`config.mk`:
```
export PLATFORM = sky130hd
export DESIGN_NAME = vx_mem_tag_issuer
export DESIGN_NICKNAME = d
export VERILOG_FILES = /design/src/rtl/vx_mem_tag_issuer_pkg.sv /design/src/rtl/vx_mem_tag_issuer_chk.sv /design/src/rtl/vx_mem_tag_issuer_lzc.sv /design/src/rtl/vx_mem_tag_issuer_ram.sv /design/src/rtl/vx_mem_tag_issuer.sv
export SDC_FILE = /design/constraint.sdc
export NUM_CORES = 1
export LEC_CHECK = 0
export CAP_MARGIN = 20
export CORE_AREA = 10 10 125 127
export CTS_CLUSTER_DIAMETER = 200
export DETAILED_ROUTE_END_ITERATION = 10
export DIE_AREA = 0 0 135 137
export GPL_TIMING_DRIVEN = 0
export MAX_ROUTING_LAYER = met4
export PLACE_DENSITY = 0.75
export SKIP_LAST_GASP = 1
export SLEW_MARGIN = 5
export SYNTH_ARGS = -nofsm -noshare
export SYNTH_HDL_FRONTEND = slang
export SYNTH_SLANG_ARGS = --single-unit
```
`constraint.sdc`:
```
create_clock -name clk -period 2.5 [get_ports clk]
set_clock_uncertainty 0.2 [all_clocks]
set_input_delay 0.5 -clock clk [delete_from_list [all_inputs] [get_ports clk]]
set_output_delay 0.5 -clock clk [all_outputs]
set_load 0.02 [all_outputs]
```
`src/rtl/vx_mem_tag_issuer_pkg.sv`:
```
// Shared constants and types for the memory tag issuer.
// Also provides the VX_LOG2UP width-derivation macro used for tag widths.
`ifndef VX_LOG2UP
`define VX_LOG2UP(x) (((x) > 1) ? $clog2(x) : 1)
`endif

package vx_mem_tag_issuer_pkg;

    localparam int PERF_CNT_W = 32;

    typedef logic [PERF_CNT_W-1:0] perf_cnt_t;

endpackage

```
`src/rtl/vx_mem_tag_issuer_chk.sv`:
```
// Simulation checks for tag bookkeeping: no release of a free tag,
// no allocation of a tag that is still outstanding.
module vx_mem_tag_issuer_chk #(
    parameter int NUM_TAGS = 8,
    parameter int TAG_W    = `VX_LOG2UP(NUM_TAGS)
) (
    input logic                clk,
    input logic                reset,
    input logic [NUM_TAGS-1:0] free_mask,
    input logic                alloc,
    input logic [TAG_W-1:0]    alloc_tag,
    input logic                rel,
    input logic [TAG_W-1:0]    rel_tag
);

    rsp_tag_outstanding_a: assert property (@(posedge clk) disable iff (reset)
        rel |-> !free_mask[rel_tag]);

    alloc_tag_free_a: assert property (@(posedge clk) disable iff (reset)
        alloc |-> free_mask[alloc_tag]);

endmodule

```
`src/rtl/vx_mem_tag_issuer_lzc.sv`:
```
// Lowest-set-bit finder used to pick the next free tag.
// cnt is the index of the lowest set bit of in_vec; valid is low when in_vec is zero.
module vx_lzc #(
    parameter int N = 8,
    parameter int W = `VX_LOG2UP(N)
) (
    input  logic [N-1:0] in_vec,
    output logic [W-1:0] cnt,
    output logic         valid
);

    // Scan from the top so the lowest set index is the last one written
    always_comb begin
        cnt = {W{1'b0}};
        for (int i = N - 1; i >= 0; i--) begin
            cnt = in_vec[i] ? W'(i) : cnt;
        end
        valid = |in_vec;
    end

endmodule

```
`src/rtl/vx_mem_tag_issuer_ram.sv`:
```
// Dual-port LUTRAM: synchronous write, asynchronous read.
// Contents are intentionally not reset.
module vx_dp_ram #(
    parameter int DATAW = 8,
    parameter int SIZE  = 8,
    parameter int ADDRW = `VX_LOG2UP(SIZE)
) (
    input  logic             clk,
    input  logic             wren,
    input  logic [ADDRW-1:0] waddr,
    input  logic [DATAW-1:0] wdata,
    input  logic [ADDRW-1:0] raddr,
    output logic [DATAW-1:0] rdata
);

    logic [DATAW-1:0] mem_r [SIZE];

    // Write port
    always_ff @(posedge clk) begin
        if (wren) begin
            mem_r[waddr] <= wdata;
        end
    end

    assign rdata = mem_r[raddr];

endmodule

```
`src/rtl/vx_mem_tag_issuer.sv`:
```
// Memory tag issuer: allocates a tag per request, remembers its metadata and
// returns it with the response. Define VX_MEM_TAG_PERF_EN for perf counters.
module vx_mem_tag_issuer
    import vx_mem_tag_issuer_pkg::*;
#(
    parameter int REQ_DATAW = 32,
    parameter int RSP_DATAW = 32,
    parameter int META_W    = 8,
    parameter int NUM_TAGS  = 8,
    parameter int TAG_W     = `VX_LOG2UP(NUM_TAGS)
) (
    input  logic                 clk,
    input  logic                 reset,
    input  logic                 req_valid,
    input  logic [REQ_DATAW-1:0] req_data,
    input  logic [META_W-1:0]    req_meta,
    output logic                 req_ready,
    output logic                 mem_req_valid,
    output logic [REQ_DATAW-1:0] mem_req_data,
    output logic [TAG_W-1:0]     mem_req_tag,
    input  logic                 mem_req_ready,
    input  logic                 mem_rsp_valid,
    input  logic [RSP_DATAW-1:0] mem_rsp_data,
    input  logic [TAG_W-1:0]     mem_rsp_tag,
    output logic                 mem_rsp_ready,
    output logic                 rsp_valid,
    output logic [RSP_DATAW-1:0] rsp_data,
    output logic [META_W-1:0]    rsp_meta,
    input  logic                 rsp_ready,
`ifdef VX_MEM_TAG_PERF_EN
    output logic                 busy,
    output logic [PERF_CNT_W-1:0] perf_reqs,
    output logic [PERF_CNT_W-1:0] perf_stalls
`else
    output logic                 busy
`endif
);

    logic [NUM_TAGS-1:0]  free_mask_r;
    logic [NUM_TAGS-1:0]  free_next_s;
    logic [NUM_TAGS-1:0]  alloc_mask_s;
    logic [NUM_TAGS-1:0]  release_mask_s;
    logic [TAG_W-1:0]     sel_tag_r;
    logic [TAG_W-1:0]     sel_tag_s;
    logic                 sel_valid_s;
    logic                 full_r;
    logic                 busy_r;
    logic                 alloc_s;
    logic                 release_s;
    logic                 mem_req_valid_r;
    logic [REQ_DATAW-1:0] mem_req_data_r;
    logic [TAG_W-1:0]     mem_req_tag_r;
    logic                 rsp_valid_r;
    logic [RSP_DATAW-1:0] rsp_data_r;
    logic [META_W-1:0]    rsp_meta_r;
    logic [META_W-1:0]    rd_meta_s;

    assign req_ready     = ~full_r & (~mem_req_valid_r | mem_req_ready);
    assign mem_rsp_ready = ~rsp_valid_r | rsp_ready;
    assign alloc_s       = req_valid & req_ready;
    assign release_s     = mem_rsp_valid & mem_rsp_ready;

    // Next free mask: clear the allocated tag, set the released one
    always_comb begin
        alloc_mask_s   = {NUM_TAGS{1'b0}};
        release_mask_s = {NUM_TAGS{1'b0}};
        for (int i = 0; i < NUM_TAGS; i++) begin
            alloc_mask_s[i]   = alloc_s & (sel_tag_r == TAG_W'(i));
            release_mask_s[i] = release_s & (mem_rsp_tag == TAG_W'(i));
        end
        free_next_s = (free_mask_r & ~alloc_mask_s) | release_mask_s;
    end

    vx_lzc #(
        .N (NUM_TAGS),
        .W (TAG_W)
    ) free_lzc (
        .in_vec (free_next_s),
        .cnt    (sel_tag_s),
        .valid  (sel_valid_s)
    );

    // Tag state; selection and full flag come from the next-state mask so a
    // released tag is usable the cycle after release
    always_ff @(posedge clk) begin
        if (reset) begin
            free_mask_r <= {NUM_TAGS{1'b1}};
            sel_tag_r   <= {TAG_W{1'b0}};
            full_r      <= 1'b0;
            busy_r      <= 1'b0;
        end else begin
            free_mask_r <= free_next_s;
            sel_tag_r   <= sel_tag_s;
            full_r      <= ~sel_valid_s;
            busy_r      <= ~&free_next_s;
        end
    end

    vx_dp_ram #(
        .DATAW (META_W),
        .SIZE  (NUM_TAGS),
        .ADDRW (TAG_W)
    ) meta_ram (
        .clk   (clk),
        .wren  (alloc_s),
        .waddr (sel_tag_r),
        .wdata (req_meta),
        .raddr (mem_rsp_tag),
        .rdata (rd_meta_s)
    );

    // Memory request valid: set on accept, cleared once memory takes it
    always_ff @(posedge clk) begin
        if (reset) begin
            mem_req_valid_r <= 1'b0;
        end else if (alloc_s) begin
            mem_req_valid_r <= 1'b1;
        end else if (mem_req_ready) begin
            mem_req_valid_r <= 1'b0;
        end else begin
            mem_req_valid_r <= mem_req_valid_r;
        end
    end

    // Memory request payload; only loads when the slot is free or draining
    always_ff @(posedge clk) begin
        if (alloc_s) begin
            mem_req_data_r <= req_data;
            mem_req_tag_r  <= sel_tag_r;
        end
    end

    // Upstream response valid, in memory arrival order
    always_ff @(posedge clk) begin
        if (reset) begin
            rsp_valid_r <= 1'b0;
        end else if (release_s) begin
            rsp_valid_r <= 1'b1;
        end else if (rsp_ready) begin
            rsp_valid_r <= 1'b0;
        end else begin
            rsp_valid_r <= rsp_valid_r;
        end
    end

    // Upstream response payload with the metadata looked up by tag
    always_ff @(posedge clk) begin
        if (release_s) begin
            rsp_data_r <= mem_rsp_data;
            rsp_meta_r <= rd_meta_s;
        end
    end

    assign mem_req_valid = mem_req_valid_r;
    assign mem_req_data  = mem_req_data_r;
    assign mem_req_tag   = mem_req_tag_r;
    assign rsp_valid     = rsp_valid_r;
    assign rsp_data      = rsp_data_r;
    assign rsp_meta      = rsp_meta_r;
    assign busy          = busy_r;

`ifdef VX_MEM_TAG_PERF_EN
    perf_cnt_t perf_reqs_r;
    perf_cnt_t perf_stalls_r;

    // Accepted-request and stalled-cycle counters, free-running wrap
    always_ff @(posedge clk) begin
        if (reset) begin
            perf_reqs_r   <= {PERF_CNT_W{1'b0}};
            perf_stalls_r <= {PERF_CNT_W{1'b0}};
        end else begin
            perf_reqs_r   <= perf_reqs_r + PERF_CNT_W'(alloc_s);
            perf_stalls_r <= perf_stalls_r + PERF_CNT_W'(req_valid & ~req_ready);
        end
    end

    assign perf_reqs   = perf_reqs_r;
    assign perf_stalls = perf_stalls_r;
`endif

    vx_mem_tag_issuer_chk #(
        .NUM_TAGS (NUM_TAGS),
        .TAG_W    (TAG_W)
    ) tag_chk (
        .clk       (clk),
        .reset     (reset),
        .free_mask (free_mask_r),
        .alloc     (alloc_s),
        .alloc_tag (sel_tag_r),
        .rel       (release_s),
        .rel_tag   (mem_rsp_tag)
    );

endmodule

```
# Word-level counts from Yosys, hierarchy flattened
# Memories as Yosys holds them, arrays and structs flattened. A register that Yosys moved wholly into a read port is not among the register bits.
# Index checks and enable logic that the tools add are counted.
# word_totals
register_bits	82
ramBits	64
input_bits	81
out_inout_bits	80
word_cells	77
memories	1
# memory_table
memory	depth	width	read_ports	rd_clocked_by_memory_dff	wr	line_no	text
meta_ram.mem_r	8	8	1	1	1	vx_mem_tag_issuer_ram.sv:16	logic [DATAW-1:0] mem_r [SIZE];
# op_classes
n_eq_ne	14
muxes	13
bitwise_logic	28
reduce_logical	10
# op_table
op	count
3-bit equality test (second input constant)	8
1-bit bitwise AND	19
3-bit by 2-bit equality test with 1-bit output (second input constant)	4
3-bit two-way mux	4
8-bit bitwise AND	1
8-bit NOT	1
8-bit OR	1
8-bit AND reduction	1
8-bit OR reduction	1
1-bit two-way mux	7
3-bit by 1-bit equality test with 1-bit output (second input constant)	2
3-bit logical NOT	2
5-bit OR reduction	1
2-bit two-way mux	2
1-bit NOT	4
2-bit nonzero test	2
3-bit OR reduction	1
1-bit OR	2
2-bit OR reduction	1
1-bit logical NOT	1

# Logic depth before layout (Yosys ltp)
# Gate-level depths: netlist of run 1.
# depth
word_depth	15
ltp_mapped	6
depth_no_buf	6

# Cells and area by module
# Synthesis of run 1 repeated with hierarchy kept, for this count alone.
# hier_totals
hier_cells	272
area_unflattened_um2	5592.9
# by_module_without_submodules
mod	n_inst	cells_each	area_per_inst_um2	seq_area_each_um2
vx_mem_tag_issuer	1	153	2980.4	2552.4
vx_dp_ram	1	106	2531.2	1921.8
vx_lzc	1	13	81.3	0.0

# Least setup slack after synthesis of run 1
# No wires, ideal clock.
# synth_path
path_type	input -> register
startpoint	input port req_valid
endpoint	memory meta_ram.mem_r[3][0] (enable)
setup_time_ns	0.370
t_arrival_ns	2.004
required_time_ns	1.930
slack_ns	-0.074
path_stages	5
n_path_buf	0
path_cell_list	nor2b_1 > nand2_1 > inv_1 > nand2_1 > nor2_1
# synth_via
elab_chain_cells	3
# synth_rtl
element	line_no	text
from (decl)	vx_mem_tag_issuer.sv:14	input logic req_valid,
1-bit bitwise AND	vx_mem_tag_issuer.sv:60	assign alloc_s = req_valid & req_ready;
via alloc_s	vx_mem_tag_issuer.sv:48	logic alloc_s;
1-bit two-way mux	vx_mem_tag_issuer_ram.sv:20	if (wren) begin
1-bit two-way mux (not written as such)	vx_mem_tag_issuer_ram.sv:21	mem_r[waddr] <= wdata;
to (decl)	vx_mem_tag_issuer_ram.sv:16	
# The timed path passes the listed nets, and every way through them passes these cells.

# Worst setup path in the final report of run 1
# layout_path
startpoint	input port mem_req_ready
endpoint	register full_r
# layout_via
elab_chain_cells	9
elab_cells_between_ends	16
cone_classes	bitwise (15); reduce/logical (1)
# layout_rtl
element	line_no	text
from (decl)	vx_mem_tag_issuer.sv:21	input logic mem_req_ready,
1-bit OR *	vx_mem_tag_issuer.sv:58	assign req_ready = ~full_r & (~mem_req_valid_r | mem_req_ready);
1-bit bitwise AND *	vx_mem_tag_issuer.sv:58	
1-bit bitwise AND *	vx_mem_tag_issuer.sv:60	
1-bit bitwise AND	vx_mem_tag_issuer.sv:68	alloc_mask_s[i] = alloc_s & (sel_tag_r == TAG_W'(i));
8-bit NOT *	vx_mem_tag_issuer.sv:71	free_next_s = (free_mask_r & ~alloc_mask_s) | release_mask_s;
8-bit bitwise AND *	vx_mem_tag_issuer.sv:71	
8-bit OR *	vx_mem_tag_issuer.sv:71	
8-bit OR reduction *	vx_mem_tag_issuer_lzc.sv:18	valid = |in_vec;
1-bit NOT *	vx_mem_tag_issuer.sv:94	full_r <= ~sel_valid_s;
to (signal assigned)	vx_mem_tag_issuer.sv:94	
to (decl)	vx_mem_tag_issuer.sv:46	logic full_r;
# Mark *: on every way between the ends. The rest lies on a longest branch, timed or not.
# A chain may end at the register's enable or synchronous reset.

==> impl_results.md, run 1 <==
* Avg WL per Cell at roughly 20 um
* Setup TNS at 0 ns
* Number of global-route vias before repair at 3,260
* Core area at between 10,000 and 15,000 sq um
* Routed WL at approximately 13 mm
* CP max stage cell: or4_1
* Hold WC Path Type: reg2reg
* Crit-path cells: clkdlybuf4s50_1 -> nor2b_4 -> or4_1 -> o2bb2ai_1 -> nor4b_4 -> and4b_1
* Starting DRT DRC Count at 204
* Placed cells at 596
* IO Port Bufs at 160
* Die height at 137 um
* Maximum net fanout on the critical path at 7
* Post-detailed-placement half-perimeter wirelength at 9.050 mm
* Vias post-DR at 3,136
* Max Buffers Root-to-Sink at 2
* DRT antenna net count at 0
* Non-Filler Instances at 630
* Most frequent cells in the layout: clkdlybuf4s50_1 (158), edfxtp_1 (139), clkbuf_16 (17), mux4_2 (16), dfxtp_1 (15)
* Area Growth Syn to Fin at 44.21%
* Max cap viols at 0
* Vias/cell at approximately 5
* Drt pass-1 iters at 4
* Syn Area/Cell at 21.04 sq um
* Sink Count at 154
* End of the critical path: full_r$_SDFF_PP0_
* Final worst path period share at 0.9613
* Post-layout min period at 2.403 ns
* Share of layout cells above drive strength 1 at 0.1476
* Routability cong. at 0.8388
* Global-route wire length before repair at 18.50 mm
* Cell at the root of the clock tree: clkbuf_16
* Worst-case vdd ir drop at approximately 0.46 mV
* Die area at roughly 18,000 sq um
* Critical path capture point type: register
* # IOs at 161
* Final Max Tran Viols at 0
* CTS Hold Bufs at 0
* Synth cell types at 45
* H-tree levels at 4
* Clk_lat worst skew at 0.40 ns
* CP Class: in2reg
* Most common cell after layout, fill and taps aside: clkdlybuf4s50_1
* Core Rows at 42
* Critical path startpoint category: primary input
* Post-synth ARST share at 0
* Initial Utilization at 0.4165
* Setup slack, reg-to-reg at around 0.2 ns
* Mapped Cells at 259
* Arr. time, crit path at around 2.6 ns
* Clock transition at the registers of the reported paths at approximately 0.060 ns
* Die Width at 135 um
* Rel. slew slack at 0.4360
* Reg-to-Reg End: full_r$_SDFF_PP0_
* Number of antenna violations at the first check in global routing at 0
* Buffers & Inverters on Critical Path at 1
* P per Cell Area at 736.9 nW/um^2
* WP depth at 6
* Drc violations at 0
* Actual slew at the worst max-slew pin at 0.8414 ns
* Post-synth EDFFs at 139
* TritonCTS Buffers at 17
* Crit. Startpoint: mem_req_ready
* GRT Total Usage at 0.1375
* Worst r2r path cells at 5
* Critical path required time at 2.64 ns
* # nets final at ~520
* Syn nets at 340
* Hold Fails Final Rpt at 0
* Main flop type after synthesis: edfxtp_1
* Final setup vio count at 0
* Ant. Diodes at 0
* RSZ-0062 raised after global routing: no
* Status: finished clean
* CTS tree: done
* Worst r2r src: sel_tag_r[0]$_SDFF_PP0_
* Register bit total from synthesis at 154
* Leakage at 2.679 nW
* Core Util, Final at 0.6007
* Synthesized area at 5450 sq um
* Register area share after synthesis at 0.8209
* Worst hold margin at 0.3284 ns
* Yosys Warn Count at 0
* CP peak stage delay at between 0.5 and 0.6 ns
* GR Overflow Total at 0
* Largest net degree at the start of global routing at 38
* Fmax at 416.1 MHz
* CP delay by family, top: simple AND/OR/NAND/NOR gates
==> registers in the layout, indices dropped and copies added (netlist names) <==
signal,flops
full_r,1
mem_req_tag,3
meta_ram.mem_r,64
rsp_data,32
rsp_valid,1
mem_req_valid,1
free_mask_r,8
sel_tag_r,3
busy,1
mem_req_data,32
rsp_meta,8
==> metrics by stage <==
stage,setup WS [ns],cell area (sq um),total power [W]
2_1_floorplan,0.1854,5454,0.003250
5_1_grt,0.01538,7860,0.005993
4_1_cts,0.03723,7841,0.005848
6_report,0.09685,7860,0.005792
3_5_place_dp,-0.9133,7302,0.003599
3_3_place_gp,-0.7944,7276,0.003576
==> how the worst min path moves through the flow <==
stage | from | endpoint | slack, ns | cells after the start
2_1_floorplan | free_mask_r[6]$_SDFF_PP1_ | free_mask_r[6]$_SDFF_PP1_ | 0.26 | 2
3_3_place_gp | free_mask_r[6]$_SDFF_PP1_ | free_mask_r[6]$_SDFF_PP1_ | 0.28 | 2
3_5_place_dp | free_mask_r[7]$_SDFF_PP1_ | free_mask_r[7]$_SDFF_PP1_ | 0.30 | 2
4_1_cts | free_mask_r[7]$_SDFF_PP1_ | free_mask_r[7]$_SDFF_PP1_ | 0.31 | 2
5_1_grt | sel_tag_r[2]$_SDFF_PP0_ | mem_req_tag[2]$_DFFE_PP_ | 0.35 | 0
6_report | free_mask_r[7]$_SDFF_PP1_ | free_mask_r[7]$_SDFF_PP1_ | 0.33 | 2
==> area by class of cell <==
type	count	area (sq um)
clock inverter	12	82.58
timing repair inverter	1	7.507
tap	176	220.2
clock buffer	20	436.7
sequential	154	4474
buffer	6	31.28
multi-input combinational	89	939.7
inverter	10	41.29
timing repair buffer	162	1627
fill	952	5225
==> kinds of logic after synthesis <==
kind of cell	Yosys count	share of synthesized area
AOI/OAI and AO/OA	18	0.02893
buffers and inverters	16	0.01125
DFF	154	0.8209
muxes	24	0.08265
and+or+nand+nor	47	0.05624
==> Yosys cell counts, types with 2 or more instances <==
cell type / count / area (sq um)
a211oi_1: 2 / 15.01
a22o_1: 3 / 26.28
buf_1: 3 / 11.26
clkbuf_1: 2 / 7.510
dfxtp_1: 15 / 300.3
edfxtp_1: 139 / 4174
inv_1: 8 / 30.03
mux2_2: 8 / 90.09
mux4_2: 16 / 360.4
nand2_1: 4 / 15.01
nand2b_1: 6 / 37.54
nand4_1: 2 / 12.51
nor2_1: 9 / 33.78
nor2b_1: 3 / 18.77
nor3_1: 2 / 10.01
nor4b_1: 2 / 17.52
o41ai_1: 2 / 17.52
or2_1: 4 / 25.02
or4_1: 3 / 22.52
==> metal layers <==
metal  wire, um  track usage  vias up
li1           -            -     1406
met1       4970       0.1512     1562
met2       6494       0.2339      147
met3        869      0.04179       21
met4        206      0.04725        0
met5          0            -        -
==> power breakdown <==
group	leakage [nW]	internal, W	switching, W
combinational	1.00	0.000303	0.000278
sequential	1.43	0.00293	0.0000321
clock	0.249	0.00134	0.000908
total	2.68	0.00457	0.00122
==> what timing repair did <==
action,CTS,global route
resized for setup,8,8
gates cloned,1,0
setup endpoints to repair,21,37
buffers inserted,0,1
==> worst reg2reg max path, delay by kind of cell (launching register included) <==
kind | cells | cell delay [ns]
AO/OA/AOI/OAI | 1 | 0.31
AND/OR/NAND/NOR | 3 | 1.15
flip-flops | 1 | 0.50
buffers and inverters | 1 | 0.08
(Power assumes the default switching activity.)
==> inputs of run 2 (changes only) <==
--- a/config.mk
+++ b/config.mk
@@ -6,13 +6,14 @@
 export NUM_CORES = 1
 export LEC_CHECK = 0
 export CAP_MARGIN = 20
-export CORE_AREA = 10 10 125 127
+export CORE_AREA = 10 10 123 125
+export CTS_BUF_LIST = sky130_fd_sc_hd__clkbuf_4 sky130_fd_sc_hd__clkbuf_8
 export CTS_CLUSTER_DIAMETER = 200
 export DETAILED_ROUTE_END_ITERATION = 10
-export DIE_AREA = 0 0 135 137
+export DIE_AREA = 0 0 133 135
 export GPL_TIMING_DRIVEN = 0
 export MAX_ROUTING_LAYER = met4
-export PLACE_DENSITY = 0.75
+export PLACE_DENSITY = 0.77
 export SKIP_LAST_GASP = 1
 export SLEW_MARGIN = 5
 export SYNTH_ARGS = -nofsm -noshare
==> run 2 against run 1 <==
Combinational power hardly changed. Utilization is 1.5 points higher. Hold slack worse by 0.013 ns. Die area shrank 2.9%. Sequential power about the same. Via count decreased by 1.8%. Sequential cell count unchanged. Wire length shrank 0.95%. Critical path depth decreased by 2. Sequential share of layout area rose by 0.86 points. Clock power is 17% lower. Largest power group unchanged.
==> impl_results.md, run 2 (synthesis results as in run 1) <==
* RSZ-0062 raised after global routing: yes
* GRT Total Usage at 0.1440 (+0.006497)
* Maximum net fanout on the critical path at 10 (+3)
* Ant. Diodes at 0 (unchanged)
* CP Class: in2reg
* Actual slew at the worst max-slew pin at 0.8015 ns (-0.03986 ns)
* Max cap viols at 0 (unchanged)
* Rel. slew slack at 0.4627 (+0.02672)
* Largest net degree at the start of global routing at 38 (unchanged)
* Clk_lat worst skew at 0.43 ns (+0.03 ns)
* Fmax at 411.6 MHz (-1.1%)
* Final setup vio count at 0 (unchanged)
* Status: finished clean
* Sink Count at 154 (unchanged)
* Die area at 17,960 sq um (-2.9%)
* Met3 wire length at 1.032 mm (+19%)
* H-tree levels at 4 (unchanged)
* DRT antenna net count at 0 (unchanged)
* Post-layout min period at 2.429 ns (+0.02631 ns)
* Share of layout cells above drive strength 1 at 0.1670 (+0.01946)
* Crit-path cells: clkdlybuf4s50_1 -> clkdlybuf4s15_2 -> mux4_2 -> mux2_2
* Routed WL at 12.42 mm (-0.95%)
* Number of antenna violations at the first check in global routing at 0 (unchanged)
* Initial Utilization at 0.4336 (+0.01713)
* Hold Fails Final Rpt at 0 (unchanged)
* Routability cong. at 0.8185 (-2.4%)
* Post-detailed-placement half-perimeter wirelength at 9.014 mm (-0.39%)
* Critical path required time at 2.48 ns (-0.16 ns)
* CP peak stage delay at 0.57 ns (about the same)
* # IOs at 161 (unchanged)
* Number of global-route vias before repair at 3,202 (-1.8%)
* CP max stage cell: clkdlybuf4s50_1
* Top Metal Used: met4
* Most frequent cells in the layout: clkdlybuf4s50_1 (158), edfxtp_1 (139), clkbuf_8 (17), mux4_2 (16), dfxtp_1 (15)
* GR Overflow Total at 0 (unchanged)
* TritonCTS Buffers at 17 (unchanged)
* Met2 wire len at 6.229 mm (-4.1%)
* Core area at 12,570 sq um (-3.9%)
* Setup slack, reg-to-reg at 0.17 ns (-0.03 ns)
* Non-Filler Instances at 627 (-0.48%)
* Arr. time, crit path at 2.41 ns (-0.14 ns)
* Final worst path period share at 0.9718 (+0.01053)
* Vias/cell at 4.911 (-1.3%)
* Critical path startpoint category: primary input
* Final Max Tran Viols at 0 (unchanged)
* Cell at the root of the clock tree: clkbuf_8
* Drt pass-1 iters at 4 (unchanged)
* IO Port Bufs at 160 (unchanged)
* Starting DRT DRC Count at 246 (+21%)
* Die Width at 133 um (-1.5%)
* Vias post-DR at 3,079 (-1.8%)
* Core Rows at 41 (-2.4%)
* Leakage at 2.616 nW (-2.4%)
* Area Growth Syn to Fin at 42.08%
* Max Buffers Root-to-Sink at 2 (unchanged)
* Die height at 135 um (-1.5%)
* CTS tree: done
* Max reg flops at 64 (unchanged)
* Met1 wire length at 5.036 mm (+1.3%)
* Drc violations at 0 (unchanged)
* FILL cells at 910 (-4.4%)
* Global-route wire length before repair at 19.12 mm (+3.4%)
* Clock transition at the registers of the reported paths at 0.08 ns (+0.02 ns)
* Avg WL per Cell at 19.81 um (-0.48%)
* Placed cells at 592 (-0.67%)
* Biggest register: meta_ram.mem_r
* Most common cell after layout, fill and taps aside: clkdlybuf4s50_1
* Core Util, Final at 0.6161 (+0.01544)
* P per Cell Area at 699.1 nW/um^2 (-5.1%)
* CTS Hold Bufs at 0 (unchanged)
* Critical path capture point type: register
* Hold WC Path Type: reg2reg
* Worst-case vdd ir drop at 0.2771 mV (-39%)
* # nets final at 523 (+0.19%)
* Worst hold margin at 0.3151 ns (-0.01327 ns)
[run 2: cell count changes in the layout (fill, tap and decap cells not counted)]
cell | previous run | this run
buf_2 | 3 | 2
buf_4 | 1 | 2
bufinv_16 | 1 | 3
clkbuf_1 | 4 | 1
clkbuf_16 | 17 | 0
clkbuf_4 | 1 | 3
clkbuf_8 | 0 | 17
clkdlybuf4s15_2 | 0 | 1
clkinv_1 | 7 | 2
clkinv_2 | 3 | 4
clkinv_4 | 0 | 2
clkinvlp_4 | 4 | 5
nor4b_2 | 0 | 1
nor4b_4 | 1 | 0
[run 2: worst max-delay path, delay by kind of cell]
| family | cells | cell delay [ns] |
|---|---|---|
| multiplexers | 2 | 0.85 |
| buffers and inverters | 2 | 1.05 |
[run 2: repair_timing]
item                                    4_1_cts  5_1_grt
setup buffers                                 0        2
endpoints found under the setup margin       19       30
gates cloned                                  1        0
resized for setup                             9        4
[run 2: area by class of cell]
| class | instances | area (sq um) | share of cell area |
|---|---|---|---|
| timing repair buffer | 163 | 1634 | 0.2110 |
| buffer | 6 | 37.54 | 0.004847 |
| multi-input combinational | 89 | 930.9 | 0.1202 |
| tap | 172 | 215.2 | 0.02779 |
| timing repair inverter | 1 | 7.507 | 0.0009695 |
| sequential | 154 | 4474 | 0.5778 |
| inverter | 10 | 41.29 | 0.005332 |
| clock inverter | 13 | 153.9 | 0.01987 |
| clock buffer | 19 | 249.0 | 0.03215 |
[run 2: worst paths after layout]
check,startpoint,to,cells after the start
max reg2reg,sel_tag_r[0]$_SDFF_PP0_,full_r$_SDFF_PP0_,5
min,free_mask_r[7]$_SDFF_PP1_,free_mask_r[7]$_SDFF_PP1_,2
min reg2reg,free_mask_r[7]$_SDFF_PP1_,free_mask_r[7]$_SDFF_PP1_,2
max,mem_rsp_tag[0],rsp_meta[4]$_DFFE_PP_,4
[run 2: power breakdown]
group / switching [W] / internal [W]
clock: 0.000873 / 0.00100
combinational: 0.000278 / 0.000305
sequential: 0.0000307 / 0.00293
total: 0.00118 / 0.00423
[run 2: through the flow]
stage | TNS (ns) | area [sq um] | total power (W) | worst slack (ns)
floorplan | 0 | 5454 | 0.003250 | 0.1854
global placement | -50.71 | 7271 | 0.003577 | -0.8226
detailed placement | -26.51 | 7297 | 0.003597 | -0.9342
CTS | 0 | 7722 | 0.005454 | 0.02322
global route | -0.01207 | 7744 | 0.005612 | -0.01207
finish | 0 | 7744 | 0.005413 | 0.07054
[run 2: metal layers]
layer  vias to the layer above  track usage
met2                       148       0.2310
li1                       1408            -
met1                      1511       0.1649
met3                        12      0.05490
met4                         0      0.04462
met5                         -            -
